$ cat src/rtl/sort4_8bit_seq.sv
// -----------------------------------------------------------------------------
// sort4_8bit_seq -- sequential sorter for four signed 8-bit operands.
//
// A single signed less-than comparator (lth_8bit) is time-shared across six
// compare-exchange steps. These steps form a bubble-sort network over the
// registers r0..r3. The design does one compare and at most one swap per clock.
//
// Ports
//   clk          in   sole clock, rising edge
//   rst          in   asynchronous, active-high reset
//   start        in   sort request, sampled on a rising edge in IDLE or DONE
//   x0..x3       in   signed operands, captured only on the accepting edge
//   busy         out  high while a sort is in progress (SORT state)
//   done         out  one-cycle pulse; y0..y3 hold the final result
//   y0..y3       out  sorted elements, driven straight from r0..r3
//   dbg_state_o  out  FSM state encoding (IDLE=0, SORT=1, DONE=2)
//   dbg_step_o   out  current compare-exchange step (0..5)
//   dbg_swap_o   out  high in the cycle after an edge that swapped a pair
//
// Handshake: a sort is accepted on any rising edge where start=1 and the FSM
// is in IDLE or DONE. While busy=1, start is ignored. The result is valid in
// the single cycle where done=1, and it stays stable in IDLE until the next
// accepted start. There is no back-pressure: done is a pulse, not a valid
// that waits for a ready.
//
// Timing: the accepting edge is edge 1. Edges 2..7 run steps 0..5, and done
// is high in the cycle after edge 7. With start held high, this gives one sort
// every 7 cycles.
// -----------------------------------------------------------------------------

// Signed 8-bit less-than: r = (x < y) in two's complement.
// The sign of x - y is corrected by the overflow flag (sign XOR overflow).
// As a result, -128 and 127 order correctly without a behavioural '<'.
module lth_8bit (
  input  logic [7:0] x,
  input  logic [7:0] y,
  output logic       r
);
  logic [7:0] diff;
  logic       ovf;

  assign diff = x - y;
  // Overflow only when the operand signs differ and the result sign
  // disagrees with the minuend.
  assign ovf  = (x[7] ^ y[7]) & (diff[7] ^ x[7]);
  assign r    = diff[7] ^ ovf;
endmodule

module sort4_8bit_seq #(
  parameter bit DESCENDING = 1'b0
) (
  input  logic       clk,
  input  logic       rst,
  input  logic       start,
  input  logic [7:0] x0,
  input  logic [7:0] x1,
  input  logic [7:0] x2,
  input  logic [7:0] x3,
  output logic       busy,
  output logic       done,
  output logic [7:0] y0,
  output logic [7:0] y1,
  output logic [7:0] y2,
  output logic [7:0] y3,
  output logic [1:0] dbg_state_o,
  output logic [2:0] dbg_step_o,
  output logic       dbg_swap_o
);

  typedef enum logic [1:0] {
    IDLE = 2'd0,
    SORT = 2'd1,
    DONE = 2'd2
  } state_t;

  state_t     state_q;
  logic [2:0] step_q;
  logic [7:0] r_q [4];
  logic       busy_q;
  logic       done_q;
  logic       swap_q;

  // ---------------------------------------------------------------------------
  // Pair selection for the current step.
  // Schedule: (0,1) (1,2) (2,3) (0,1) (1,2) (0,1)
  // ---------------------------------------------------------------------------
  logic [1:0] pair_lo_d;
  logic [1:0] pair_hi_d;
  logic [7:0] lo_val_d;
  logic [7:0] hi_val_d;
  logic [7:0] cmp_x_d;
  logic [7:0] cmp_y_d;
  logic       swap_d;

  always_comb begin
    pair_lo_d = 2'd0;
    case (step_q)
      3'd0:    pair_lo_d = 2'd0;
      3'd1:    pair_lo_d = 2'd1;
      3'd2:    pair_lo_d = 2'd2;
      3'd3:    pair_lo_d = 2'd0;
      3'd4:    pair_lo_d = 2'd1;
      3'd5:    pair_lo_d = 2'd0;
      default: pair_lo_d = 2'd0;
    endcase
  end

  assign pair_hi_d = pair_lo_d + 2'd1;
  assign lo_val_d  = r_q[pair_lo_d];
  assign hi_val_d  = r_q[pair_hi_d];

  // Ascending: swap when r[j+1] < r[j]. Descending: swap when r[j] < r[j+1].
  // Equal values never satisfy a strict less-than, so the sort is stable.
  assign cmp_x_d = DESCENDING ? lo_val_d : hi_val_d;
  assign cmp_y_d = DESCENDING ? hi_val_d : lo_val_d;

  lth_8bit u_lth (
    .x (cmp_x_d),
    .y (cmp_y_d),
    .r (swap_d)
  );

  // ---------------------------------------------------------------------------
  // Control FSM and datapath registers.
  // ---------------------------------------------------------------------------
  always_ff @(posedge clk or posedge rst) begin
    if (rst) begin
      state_q <= IDLE;
      step_q  <= 3'd0;
      r_q[0]  <= 8'd0;
      r_q[1]  <= 8'd0;
      r_q[2]  <= 8'd0;
      r_q[3]  <= 8'd0;
      busy_q  <= 1'b0;
      done_q  <= 1'b0;
      swap_q  <= 1'b0;
    end else begin
      case (state_q)
        IDLE: begin
          done_q <= 1'b0;
          swap_q <= 1'b0;
          if (start) begin
            r_q[0]  <= x0;
            r_q[1]  <= x1;
            r_q[2]  <= x2;
            r_q[3]  <= x3;
            step_q  <= 3'd0;
            busy_q  <= 1'b1;
            state_q <= SORT;
          end else begin
            busy_q <= 1'b0;
          end
        end

        SORT: begin
          swap_q <= swap_d;
          if (swap_d) begin
            r_q[pair_lo_d] <= hi_val_d;
            r_q[pair_hi_d] <= lo_val_d;
          end
          // A value >= 5 also terminates, so a corrupted step cannot run away.
          if (step_q >= 3'd5) begin
            step_q  <= 3'd0;
            busy_q  <= 1'b0;
            done_q  <= 1'b1;
            state_q <= DONE;
          end else begin
            step_q <= step_q + 3'd1;
          end
        end

        DONE: begin
          done_q <= 1'b0;
          swap_q <= 1'b0;
          step_q <= 3'd0;
          // Back-to-back request: reload directly from DONE.
          if (start) begin
            r_q[0]  <= x0;
            r_q[1]  <= x1;
            r_q[2]  <= x2;
            r_q[3]  <= x3;
            busy_q  <= 1'b1;
            state_q <= SORT;
          end else begin
            busy_q  <= 1'b0;
            state_q <= IDLE;
          end
        end

        default: begin
          // Illegal encoding: recover to IDLE and keep the registers.
          state_q <= IDLE;
          step_q  <= 3'd0;
          busy_q  <= 1'b0;
          done_q  <= 1'b0;
          swap_q  <= 1'b0;
        end
      endcase
    end
  end

  assign busy        = busy_q;
  assign done        = done_q;
  assign y0          = r_q[0];
  assign y1          = r_q[1];
  assign y2          = r_q[2];
  assign y3          = r_q[3];
  assign dbg_state_o = state_q;
  assign dbg_step_o  = step_q;
  assign dbg_swap_o  = swap_q;

endmodule

$ cat config.mk
export PLATFORM = sky130hd
export DESIGN_NAME = sort4_8bit_seq
export DESIGN_NICKNAME = d
export VERILOG_FILES = /design/src/rtl/sort4_8bit_seq.sv
export SDC_FILE = /design/constraint.sdc
export NUM_CORES = 1
export LEC_CHECK = 0
export BUFFER_PORTS_ARGS = -buffer_cell sky130_fd_sc_hd__buf_4
export CORE_MARGIN = 4
export CORE_UTILIZATION = 48
export CTS_CLUSTER_DIAMETER = 60
export CTS_CLUSTER_SIZE = 14
export DETAILED_ROUTE_END_ITERATION = 8
export HOLD_SLACK_MARGIN = 0.05
export PLACE_DENSITY = 0.77
export SYNTH_ARGS = -nofsm -noshare
export SYNTH_HDL_FRONTEND = slang
export SYNTH_SLANG_ARGS = --single-unit
export TNS_END_PERCENT = 30
$ cat constraint.sdc
create_clock -name clk -period 4.9 [get_ports clk]
set_clock_uncertainty 0.2 [all_clocks]
set_input_delay 0.735 -clock clk [delete_from_list [all_inputs] [get_ports clk]]
set_output_delay 0.735 -clock clk [all_outputs]
set_load 0.02 [all_outputs]
* Word-level counts from Yosys, hierarchy flattened
Cells that the tools add are included.
** Cells by class
- Reductions and logical operators :: 8
- Muxes and demuxes :: 29
- Bitwise gates (word level) :: 6
- $lt $le $gt $ge :: 5
- Eq/ne operators :: 9
- Add/sub/neg operators :: 3
** Operators by type and width (number)
- $bwmux W32 :: 2
- $mux W32 :: 2
- $pmux W32 S2 :: 1
- $mux W8 :: 6
- $bmux W8 S2 :: 2
- $demux W8 S2 :: 2
- $ge A3 B3 Y1 const B :: 3
- $sub A8 B8 Y8 :: 1
- $lt A3 B1 Y1 const B :: 2
- $mux W1 :: 6
- $mux W3 :: 2
- $ne A2 B2 Y1 const B :: 3
- $not A2 Y3 :: 2
- $pmux W2 S3 :: 1
- $pmux W3 S2 :: 1
- $mux W2 :: 2
- $pmux W2 S2 :: 1
- $reduce_or A2 Y1 :: 2
- $add A3 B1 Y3 const B :: 1
- $eq A3 B1 Y1 const B :: 1
- $eq A3 B2 Y1 const B :: 1
- $eq A3 B3 Y1 const B :: 1
- $reduce_and A3 Y1 :: 1
- $xor A1 B1 Y1 :: 3
- other kinds (10) :: 11
** Storage, ports and cells
- Logic and storage cells :: 69
- Bits in registers :: 40
- Output and inout bits :: 40
- Bits of input ports :: 35

* Depth between registers and ports, before layout
Gate-level depths: netlist of the first run.
- Word-level depth :: 14
- Mapped depth :: 19

* Cells and area by module
Synthesis of the first run repeated with hierarchy kept, for this count alone.
** Unflattened totals
- Cells, all modules :: 358
- Area total of the unflattened synthesis :: 3014.1 µm²
** Modules (own cells, without submodules)
- sort4_8bit_seq :: times used 1, area each 2826.5 µm², cells an instance 333, sequential area each 1001.0 µm²
- lth_8bit :: times used 1, area each 187.7 µm², cells an instance 25, sequential area each 0.0 µm²

* Worst setup path after synthesis of the first run
OpenSTA, ideal clock, no wires.
- Path kind :: reg-to-reg
- Start point :: reg step_q[1] (netlist: dbg_step_o[1])
- End point :: reg r_q (netlist bit y3[2])
- Slack :: -0.130 ns
- Arrival :: 4.706 ns
- Path buffers :: 2
- Period minus slack after synthesis :: 5.030 ns
- Setup time :: 0.124 ns
- Cell stages (with the launch flop) :: 19
- Cells stage by stage :: dfrtp_1 > inv_1 > ha_1 > mux2i_2 > inv_1 > ha_1 > buf_1 > mux4_2 > ha_1 > and4_1 > o21ai_0 > o21a_1 > fa_1 > nand3b_1 > inv_1 > and2_1 > clkbuf_1 > a22oi_1 > nand2_1
** Between the ends
- Word-level cells in the longest chain between the ends :: 14
- Elaborated cells on any way between the ends :: 35
- Classes of those cells :: add/sub: 2; order compare: 4; eq/ne: 4; mux: 15; bitwise: 6; reduce/logical: 4
** RTL lines
- from (decl) :: line 77 : logic [2:0] step_q;
- from (signal assigned) :: line 168 : step_q <= step_q + 3'd1;
- $eq A3 B3 Y1 / $eq A3 B1 Y1 (equally long branches) :: line 97 : case (step_q)
- $reduce_or A2 Y1 (no line)
- $pmux W2 S2 (*) :: line 97
- $add A2 B1 Y2 :: line 108 : assign pair_hi_d = pair_lo_d + 2'd1;
- $not A2 Y3 (implied by the code) :: line 110, 159
- $bmux W8 S2 :: line 110 : assign hi_val_d = r_q[pair_hi_d];
- $mux W8 (implied by the code) (2 in a row) :: line 110
- $sub A8 B8 Y8 :: line 42 : assign diff = x - y;
- $xor A1 B1 Y1 :: line 45 : assign ovf = (x[7] ^ y[7]) & (diff[7] ^ x[7]);
- $and A1 B1 Y1 :: line 45
- $xor A1 B1 Y1 :: line 46 : assign r = diff[7] ^ ovf;
- $ne A2 B2 Y1 (no line)
- $reduce_and A3 Y1 (no line)
- to (signal, indexed assignment) :: line 158 : r_q[pair_lo_d] <= hi_val_d;
- to (signal, indexed assignment) :: line 159 : r_q[pair_hi_d] <= lo_val_d;
- to (decl) :: line 78 : logic [7:0] r_q [4];
Mark *: on every way between the ends. The rest lies on a longest branch, timed or not. The select of a mux whose other input is x is not followed.
A chain may end at the register's enable or synchronous reset.

* Worst setup path in the final report of the first run
- Start point :: reg step_q[1] (netlist: dbg_step_o[1])
- End point :: reg r_q (netlist bit y0[0])
Same word-level chain as after synthesis.

==> impl_metrics.json, run 1 <==
{
  "async_flop_share": 1.00,
  "placedInstanceArea_mm2": 0.00338,
  "finish.utilization": 0.630,
  "grt_pass1_vias": 2606,
  "wire_per_inst_um": 20.0,
  "cts_tree": "done",
  "insertedDiodeCount": 0,
  "post-route-period-util": 0.945,
  "worstSetupPathType": "reg -> reg",
  "fin_area_mm2": 0.00349,
  "status": "finished clean",
  "cp-start-kind": "flop",
  "numCtsBuffers": 5,
  "areaGrowthSynthToFinish_pct": 26.6,
  "place.gp.congestion": 0.847,
  "grt_util_met2": 0.362,
  "drt-total-wl_mm": 8.13,
  "cp_top_family": "adder cells",
  "die_height_um": 83.8,
  "mappedNetlistArea_mm2": 0.00276,
  "tightest_slew_ps": 491,
  "drt_iter0_markers": 198,
  "path_clk_slew_ps": 80,
  "cts_buffer_depth": 2,
  "portBuffers": 74,
  "die-width_um": 83.8,
  "avgSynthCellArea_um2": 10.5,
  "fp-row-count": 27,
  "vias": 2589,
  "arrival_ps": 4660,
  "reg2reg_slack_ps": 270,
  "cpPeakStageDelay_ps": 470,
  "place_ws_ps": 348,
  "cts-root-buf": "clkbuf_8",
  "use_met3": 0.0454,
  "grt.overflow.total": 0,
  "yosys-top-cells-count": "a22oi_1, dfrtp_1, nand2_1",
  "core_area_mm2": 0.00554,
  "initial_core_util": 0.498,
  "yosys.area.top_type": "dfrtp_1",
  "period_needed_ps": 4630,
  "drc": 0,
  "rsz0062_at_grt": "false",
  "dr.pass1.iters": 5,
  "cp_cell_sequence": "inv_1, ha_1, mux2i_2, buf_4, ha_1, nor3b_2, buf_4, mux4_1, inv_1, ha_1, and4_1, o21ai_0, o21a_1, fa_1, nand3b_1, buf_4, o21a_1, a22oi_1, nand3_1",
  "postCtsSetupRepairBufs": 0,
  "ant_nets": 0,
  "crit_buf_inv": 5,
  "timing.final.ws_setup_ps": 270,
  "antenna_found_initial": 0,
  "ys_warn_count": 0,
  "synth_cell_type_count": 29,
  "gr-max-usage-layer": "met2",
  "htreeDepth": 2,
  "drive_gt1_frac": 0.307,
  "crit_required_ps": 4930,
  "cpMaxStageDelayCell": "dfrtp_1",
  "clk_latency_ps": 300,
  "grt_usage": 0.234,
  "worstSetupEndpointType": "flop",
  "cts.sinks": 40,
  "synth_ff_type": "dfrtp_1",
  "synth.top_cell.area_share": 0.363,
  "dp_hpwl_mm": 5.78,
  "nNetsFinal": 386,
  "maxCapViolations": 0,
  "die-area_mm2": 0.00702,
  "slew_viol_final": 0,
  "max_freq_mhz": 216,
  "synth_edf_count": 0,
  "grt_max_degree": 41,
  "globalRouteMet1Util": 0.325,
  "setup_viol": 0,
  "yosysMostFrequentCell": "a22oi_1",
  "syn-num-nets": 315,
  "ys_seq_area_frac": 0.363,
  "tns_ps": 0,
  "synth_area_leaders": "dfrtp_1, a22oi_1, mux4_2",
  "timing_hold_violations_final": 0,
  "synth-seq-cells": 40,
  "viasPerCell": 6.36,
  "ioPinCount": 75,
  "grt_pass1_wl_mm": 13.2,
  "slew_headroom": 0.666,
  "path_max_fanout": 10,
  "hold_class": "reg -> reg",
  "synthCells": 263
}
-- metrics by stage --
stage,hold slack [ps],std cells
after detailed placement,291,399
final,319,407
after global placement,277,399
after global routing,353,407
after CTS,321,407
after floorplan,382,263
-- sequential cells by signal, indices dropped and copies added (netlist names) --
signal / flops
dbg_step_o: 3
y3: 8
y1: 8
busy: 1
done: 1
dbg_state_o: 2
dbg_swap_o: 1
y2: 8
y0: 8
-- logic make-up (layout without fill, tap and decap cells) --
kind of cell,after synthesis,after routing,synth area share
mux,18,18,0.152
flops,40,40,0.363
buf+inv,29,101,0.0422
simple gates,72,72,0.131
compound gates,87,87,0.232
fa+ha+maj,17,17,0.0799
-- timing repair --
item,CTS,global route
gates resized for setup,0,1
hold buffers,0,0
endpoints found under the setup margin,0,3
-- tightest hold or removal path, cell delays in order, from the launching register on --
cell	delay (ps)
dfrtp_1	360
nand2_1	60
nand2_1	70
-- layer usage --
| layer | up-vias | routed length, um |
|---|---|---|
| met3 | 24 | 611 |
| met5 | - | 0 |
| met2 | 144 | 3810 |
| met1 | 1266 | 3440 |
| li1 | 1155 | - |
| met4 | 0 | 262 |
-- area by class of cell --
class | instances | area, um2
fillers | 481 | 2050
multi-input cells | 194 | 1640
flip-flops and latches | 40 | 1000
repair buffers | 80 | 601
well taps | 72 | 90.1
clock buffers | 6 | 72.6
inverters | 13 | 48.8
clock inverters | 2 | 35.0
-- path summary, 6_finish.rpt --
check,depth (start not counted),end,from
max in group asynchronous,3,y1[0]$_DFFE_PP0P_,rst
setup / recovery,19,y0[0]$_DFFE_PP0P_,dbg_step_o[1]$_DFFE_PP0P_
min in group asynchronous,3,dbg_step_o[1]$_DFFE_PP0P_,rst
hold reg to reg,2,busy$_DFFE_PP0N_,busy$_DFFE_PP0N_
hold / removal,2,busy$_DFFE_PP0N_,busy$_DFFE_PP0N_
setup reg to reg,19,y0[0]$_DFFE_PP0P_,dbg_step_o[1]$_DFFE_PP0P_
-- cells in the final DEF, fill, tap and decap left out, drive strengths merged, types with 2 or more instances in the layout --
cell and instances:
clkbuf 6, nand2b 3, dfrtp 40, o2111ai 8
and2 9, buf 80, nor3 2, o21a 7
mux2i 2, nor2 9, ha 16, o21ai 9
a22oi 60, mux4 16, inv 13, nand3 4
nand2 35, nor2b 6
Power of run 1 is left out: the tool's default activity adds up to more than one toggle a clock period on the data nets, which glitch-free logic cannot reach.
==> run 2: changes to the inputs <==
--- a/config.mk
+++ b/config.mk
@@ -8,6 +8,7 @@
 export BUFFER_PORTS_ARGS = -buffer_cell sky130_fd_sc_hd__buf_4
 export CORE_MARGIN = 4
 export CORE_UTILIZATION = 48
+export CTS_BUF_LIST = sky130_fd_sc_hd__clkbuf_4 sky130_fd_sc_hd__clkbuf_8 sky130_fd_sc_hd__clkbuf_16
 export CTS_CLUSTER_DIAMETER = 60
 export CTS_CLUSTER_SIZE = 14
 export DETAILED_ROUTE_END_ITERATION = 8
==> run 2 against run 1 <==
  * Wire length is 0.25% lower
  * Hold slack worse by 2.7 ps
  * Flip-flop and latch count unchanged
  * Via count fell by 0.89%
  * Register-to-register slack about the same
  * Non-clock buffer count unchanged
  * Die area unchanged
  * Final cell count unchanged
  * Worst setup slack got worse by 0.66 ps
  * Critical path type unchanged
  * Highest routed layer unchanged
==> impl_metrics.json, run 2 (synthesized netlist as in run 1, its figures left out) <==
{
  "vias": 2566,
  "cp-start-kind": "flop",
  "initial_core_util": 0.498,
  "placed_cells": 399,
  "maxCapViolations": 0,
  "grt_usage": 0.234,
  "htreeDepth": 2,
  "ioPinCount": 75,
  "max_freq_mhz": 216,
  "timing.final.ws_setup_ps": 269,
  "worstSetupEndpointType": "flop",
  "ant_nets": 0,
  "slew_viol_final": 0,
  "numCtsBuffers": 5,
  "status": "finished clean",
  "tns_ps": 0,
  "areaGrowthSynthToFinish_pct": 26.8,
  "grt_pass1_wl_mm": 13.2,
  "slew_headroom": 0.665,
  "drive_gt1_frac": 0.310,
  "wire_per_inst_um": 19.9,
  "place_ws_ps": 348,
  "layout_commonest_cell": "buf_4",
  "insertedDiodeCount": 0,
  "antenna_found_initial": 0,
  "nNetsFinal": 386,
  "crit_buf_inv": 5,
  "met2_length_mm": 3.79,
  "arrival_ps": 4660,
  "worst_setup_path_startpoint": "dbg_step_o[1]$_DFFE_PP0P_",
  "dr.pass1.iters": 5,
  "viasPerCell": 6.30,
  "crit_required_ps": 4930,
  "grt_pass1_vias": 2604,
  "clk_latency_ps": 300,
  "cts_buffer_depth": 2,
  "worstSetupPathType": "reg -> reg",
  "highest_layer": "met4",
  "mostFrequentLayoutCells": "buf_4, a22oi_1, dfrtp_1",
  "tightest_slew_ps": 492,
  "grt.overflow.total": 0,
  "rsz0062_at_grt": "false",
  "holdWs_ps": 317,
  "reg2reg_depth": 19,
  "hold_class": "reg -> reg",
  "rr_endpoint": "y0[0]$_DFFE_PP0P_",
  "route.met3.wl_um": 665,
  "cpPeakStageDelay_ps": 470,
  "critPathCapture": "y0[0]$_DFFE_PP0P_",
  "drc": 0,
  "cp_top_family": "adder cells",
  "cts.sinks": 40,
  "path_clk_slew_ps": 90,
  "place.gp.congestion": 0.847,
  "portBuffers": 74,
  "setup_viol": 0,
  "post-route-period-util": 0.945,
  "cts-root-buf": "clkbuf_8",
  "fp-row-count": 27,
  "grt_max_degree": 41,
  "dp_hpwl_mm": 5.78,
  "cts_tree": "done",
  "cp_cell_sequence": "inv_1, ha_1, mux2i_2, buf_4, ha_1, nor3b_2, buf_4, mux4_1, inv_1, ha_1, and4_1, o21ai_0, o21a_1, fa_1, nand3b_1, buf_4, o21a_1, a22oi_1, nand3_1",
  "drt-total-wl_mm": 8.11,
  "path_max_fanout": 10,
  "timing_hold_violations_final": 0,
  "reg2reg_from": "dbg_step_o[1]$_DFFE_PP0P_",
  "reg2reg_slack_ps": 270,
  "die-width_um": 83.8,
  "critical_path_depth": 19,
  "drt_iter0_markers": 243,
  "die-area_mm2": 0.00702,
  "instances_no_fill": 407,
  "die_height_um": 83.8,
  "cpMaxStageDelayCell": "dfrtp_1",
  "drt-met1-wl_mm": 3.39,
  "core_area_mm2": 0.00554,
  "period_needed_ps": 4630
}
## run 2: cell counts in the layout (fill, tap and decap cells not counted)
Identical to the previous run, type by type.
## run 2: tightest hold or removal path: cells and delay by family (launching register included)
kind	cells	cell delay (ps)
DFF	1	360
and+or+nand+nor	2	120
## run 2: layout make-up
cell class / count / area [um2]
Clock inverter: 2 / 35.0
Timing Repair Buffer: 80 / 601
Sequential cell: 40 / 1000
Clock buffer: 6 / 76.3
Fill cell: 481 / 2050
Multi-Input combinational cell: 194 / 1640
Inverter: 13 / 48.8
Tap cell: 72 / 90.1
## run 2: worst min-delay path by stage
stage	slack, ps	start	to	cells after the start
2_1_floorplan	380	busy$_DFFE_PP0N_	busy$_DFFE_PP0N_	2
3_3_place_gp	280	busy$_DFFE_PP0N_	busy$_DFFE_PP0N_	2
3_5_place_dp	290	busy$_DFFE_PP0N_	busy$_DFFE_PP0N_	2
4_1_cts	320	busy$_DFFE_PP0N_	busy$_DFFE_PP0N_	2
5_1_grt	350	done$_DFFE_PP0N_	done$_DFFE_PP0N_	2
6_report	320	busy$_DFFE_PP0N_	busy$_DFFE_PP0N_	2
## run 2: repair_timing
action | in CTS | in global routing
endpoints found under the hold margin | 0 | 0
resized for setup | 0 | 1
endpoints found under the setup margin | 0 | 3
hold buffers | 0 | 0
setup buffers | 0 | 0
## run 2: metal layers
metal | up-vias | GRT usage
met2 | 145 | 0.359
met4 | 0 | 0.0921
li1 | 1158 | -
met3 | 22 | 0.0474
met5 | - | 0
met1 | 1241 | 0.325
## run 2: stage by stage
stage / utilization / area [um2]
after floorplan: - / 2760
after global placement: 0.610 / 3380
after detailed placement: 0.610 / 3380
after CTS: 0.631 / 3490
after global routing: 0.631 / 3490
final: 0.631 / 3490
Power of run 2 is left out for the same reason.
==> run 3: changes to the inputs <==
--- a/config.mk
+++ b/config.mk
@@ -7,7 +7,7 @@
 export LEC_CHECK = 0
 export BUFFER_PORTS_ARGS = -buffer_cell sky130_fd_sc_hd__buf_4
 export CORE_MARGIN = 4
-export CORE_UTILIZATION = 48
+export CORE_UTILIZATION = 49
 export CTS_BUF_LIST = sky130_fd_sc_hd__clkbuf_4 sky130_fd_sc_hd__clkbuf_8 sky130_fd_sc_hd__clkbuf_16
 export CTS_CLUSTER_DIAMETER = 60
 export CTS_CLUSTER_SIZE = 14
@@ -16,5 +16,6 @@
 export PLACE_DENSITY = 0.77
 export SYNTH_ARGS = -nofsm -noshare
 export SYNTH_HDL_FRONTEND = slang
+export SYNTH_HIERARCHICAL = 1
 export SYNTH_SLANG_ARGS = --single-unit
 export TNS_END_PERCENT = 30
==> run 3 against run 2 <==
  * Design area up 10%
  * Fmax down 0.78%
  * Global-route usage up 2.6 points
  * Register-to-register slack worse by 40 ps
  * First-iteration DRC count up 31%
  * Worst setup slack worse by 36 ps
  * Highest routed layer unchanged
  * Die area up 6.4%
  * Hold slack worse by 9.8 ps
  * Sequential share of layout area down 2.6 points
  * Count of clock-buffer cells in the layout unchanged
==> impl_metrics.json, run 3 <==
{
  "slew_viol_final": 0,
  "grt_pass1_vias": 3029,
  "ys_warn_count": 6,
  "drc": 0,
  "syn-num-nets": 410,
  "maxCapViolations": 0,
  "timing_hold_violations_final": 0,
  "synth_edf_count": 0,
  "worstSetupEndpointType": "flop",
  "setup_viol": 0,
  "drt-total-wl_mm": 9.70,
  "mostFrequentLayoutCells": "buf_4, nor2_1, dfrtp_1",
  "viasPerCell": 6.09,
  "ioPinCount": 75,
  "initial_core_util": 0.506,
  "cts-root-buf": "clkbuf_8",
  "placedInstanceArea_mm2": 0.00371,
  "cts.sinks": 40,
  "dp_hpwl_mm": 6.99,
  "async_flop_share": 1.00,
  "place_ws_ps": 177,
  "cpMaxStageDelayCell": "mux4_2",
  "cts_tree": "done",
  "core_area_mm2": 0.00596,
  "synth_cell_type_count": 46,
  "fin_area_mm2": 0.00384,
  "layout_commonest_cell": "buf_4",
  "die-width_um": 86.4,
  "worstSetupPathType": "reg -> reg",
  "grt_usage": 0.260,
  "synth.top_cell.area_share": 0.332,
  "drive_gt1_frac": 0.311,
  "route.met3.wl_um": 956,
  "drt-met1-wl_mm": 3.82,
  "die_height_um": 86.4,
  "yosys.area.top_type": "dfrtp_1",
  "cp-start-kind": "flop",
  "drt_iter0_markers": 319,
  "path_clk_slew_ps": 80,
  "grt_pass1_wl_mm": 14.9,
  "nNetsFinal": 491,
  "place.gp.congestion": 0.927,
  "period_needed_ps": 4670,
  "cp_cell_sequence": "inv_1, ha_1, mux2_4, ha_1, mux4_2, ha_1, nand2_1, o21ai_1, a21oi_2, fa_1, nand3b_2, inv_4, and2_1, a221oi_1",
  "avgSynthCellArea_um2": 8.42,
  "max_freq_mhz": 214,
  "met2_length_mm": 4.65,
  "areaGrowthSynthToFinish_pct": 27.5,
  "synth_area_leaders": "dfrtp_1, nor2_1, ha_1",
  "fp-row-count": 28,
  "synth_ff_type": "dfrtp_1",
  "numCtsBuffers": 5,
  "die-area_mm2": 0.00747,
  "tightest_slew_ps": 863,
  "tns_ps": 0,
  "cts_hold_buf": 0,
  "timing.final.ws_setup_ps": 233,
  "post-route-period-util": 0.952,
  "highest_layer": "met4",
  "yosysMostFrequentCell": "nor2_1",
  "status": "finished clean",
  "clk_latency_ps": 300,
  "cpPeakStageDelay_ps": 620,
  "insertedDiodeCount": 0,
  "grt_max_degree": 41,
  "cts_buffer_depth": 2,
  "path_max_fanout": 9,
  "fill_cells": 526,
  "synthCells": 358,
  "hold_class": "reg -> reg",
  "dr.pass1.iters": 5,
  "crit_required_ps": 4890,
  "vias": 3135,
  "yosys-top-cells-count": "nor2_1, dfrtp_1, a21oi_1",
  "htreeDepth": 2,
  "portBuffers": 74,
  "arrival_ps": 4650,
  "cp_common_cell": "ha_1",
  "wire_per_inst_um": 18.8,
  "antenna_found_initial": 0,
  "grt.overflow.total": 0,
  "holdWs_ps": 307,
  "mappedNetlistArea_mm2": 0.00301,
  "ys_seq_area_frac": 0.332,
  "synth-seq-cells": 40,
  "slew_headroom": 0.425,
  "ant_nets": 0,
  "rsz0062_at_grt": "false"
}
## run 3: path summary, 6_finish.rpt
check,cells past startpoint,startpoint,end,slack (ps)
worst min register to register,2,busy$_DFFE_PP0P_,busy$_DFFE_PP0P_,310
worst max-delay path,14,dbg_step_o[1]$_DFFE_PP0P_,y2[3]$_DFFE_PP0P_,230
worst max register to register,14,dbg_step_o[1]$_DFFE_PP0P_,y2[3]$_DFFE_PP0P_,230
max in group asynchronous,3,rst,y2[4]$_DFFE_PP0P_,3760
worst min-delay path,2,busy$_DFFE_PP0P_,busy$_DFFE_PP0P_,310
min in group asynchronous,3,rst,busy$_DFFE_PP0P_,370
## run 3: routing by layer
metal | up-vias | GRT usage
li1 | 1430 | -
met4 | 0 | 0.108
met1 | 1497 | 0.346
met5 | - | 0
met3 | 34 | 0.0551
met2 | 174 | 0.411
## run 3: per-stage QoR
step	cells	utilization
3_3_place_gp	505	0.622
5_1_grt	515	0.645
4_1_cts	513	0.638
3_5_place_dp	505	0.622
2_1_floorplan	358	-
6_report	515	0.645
## run 3: logic make-up after synthesis
group	count (synthesis)	synth area share
compound gates	111	0.259
fa+ha+maj	17	0.0731
buf+inv	56	0.0768
flops	40	0.332
mux	11	0.0735
simple gates	123	0.186
## run 3: worst max-delay path: cells and delay by family (launching register included)
kind,cells,cell delay (ps)
mux,2,940
simple gates,3,660
buf+inv,2,230
compound gates,3,590
fa+ha+maj,4,1490
flops,1,450
## run 3: final cells by class
type                       instances  area (um2)  area share
clock buffer                       6        82.6      0.0215
clock inverter                     2        10.0     0.00260
inverter                          36         143      0.0371
multi-input combinational        262        1810       0.470
sequential                        40        1000       0.260
tap                               75        93.8      0.0244
timing repair buffer              94         706       0.184
## run 3: repair_timing
item / CTS / global route
setup endpoints to repair: 0 / 32
resized for setup: 0 / 7
buffers inserted: 0 / 2
Power of run 3 is left out for the same reason.
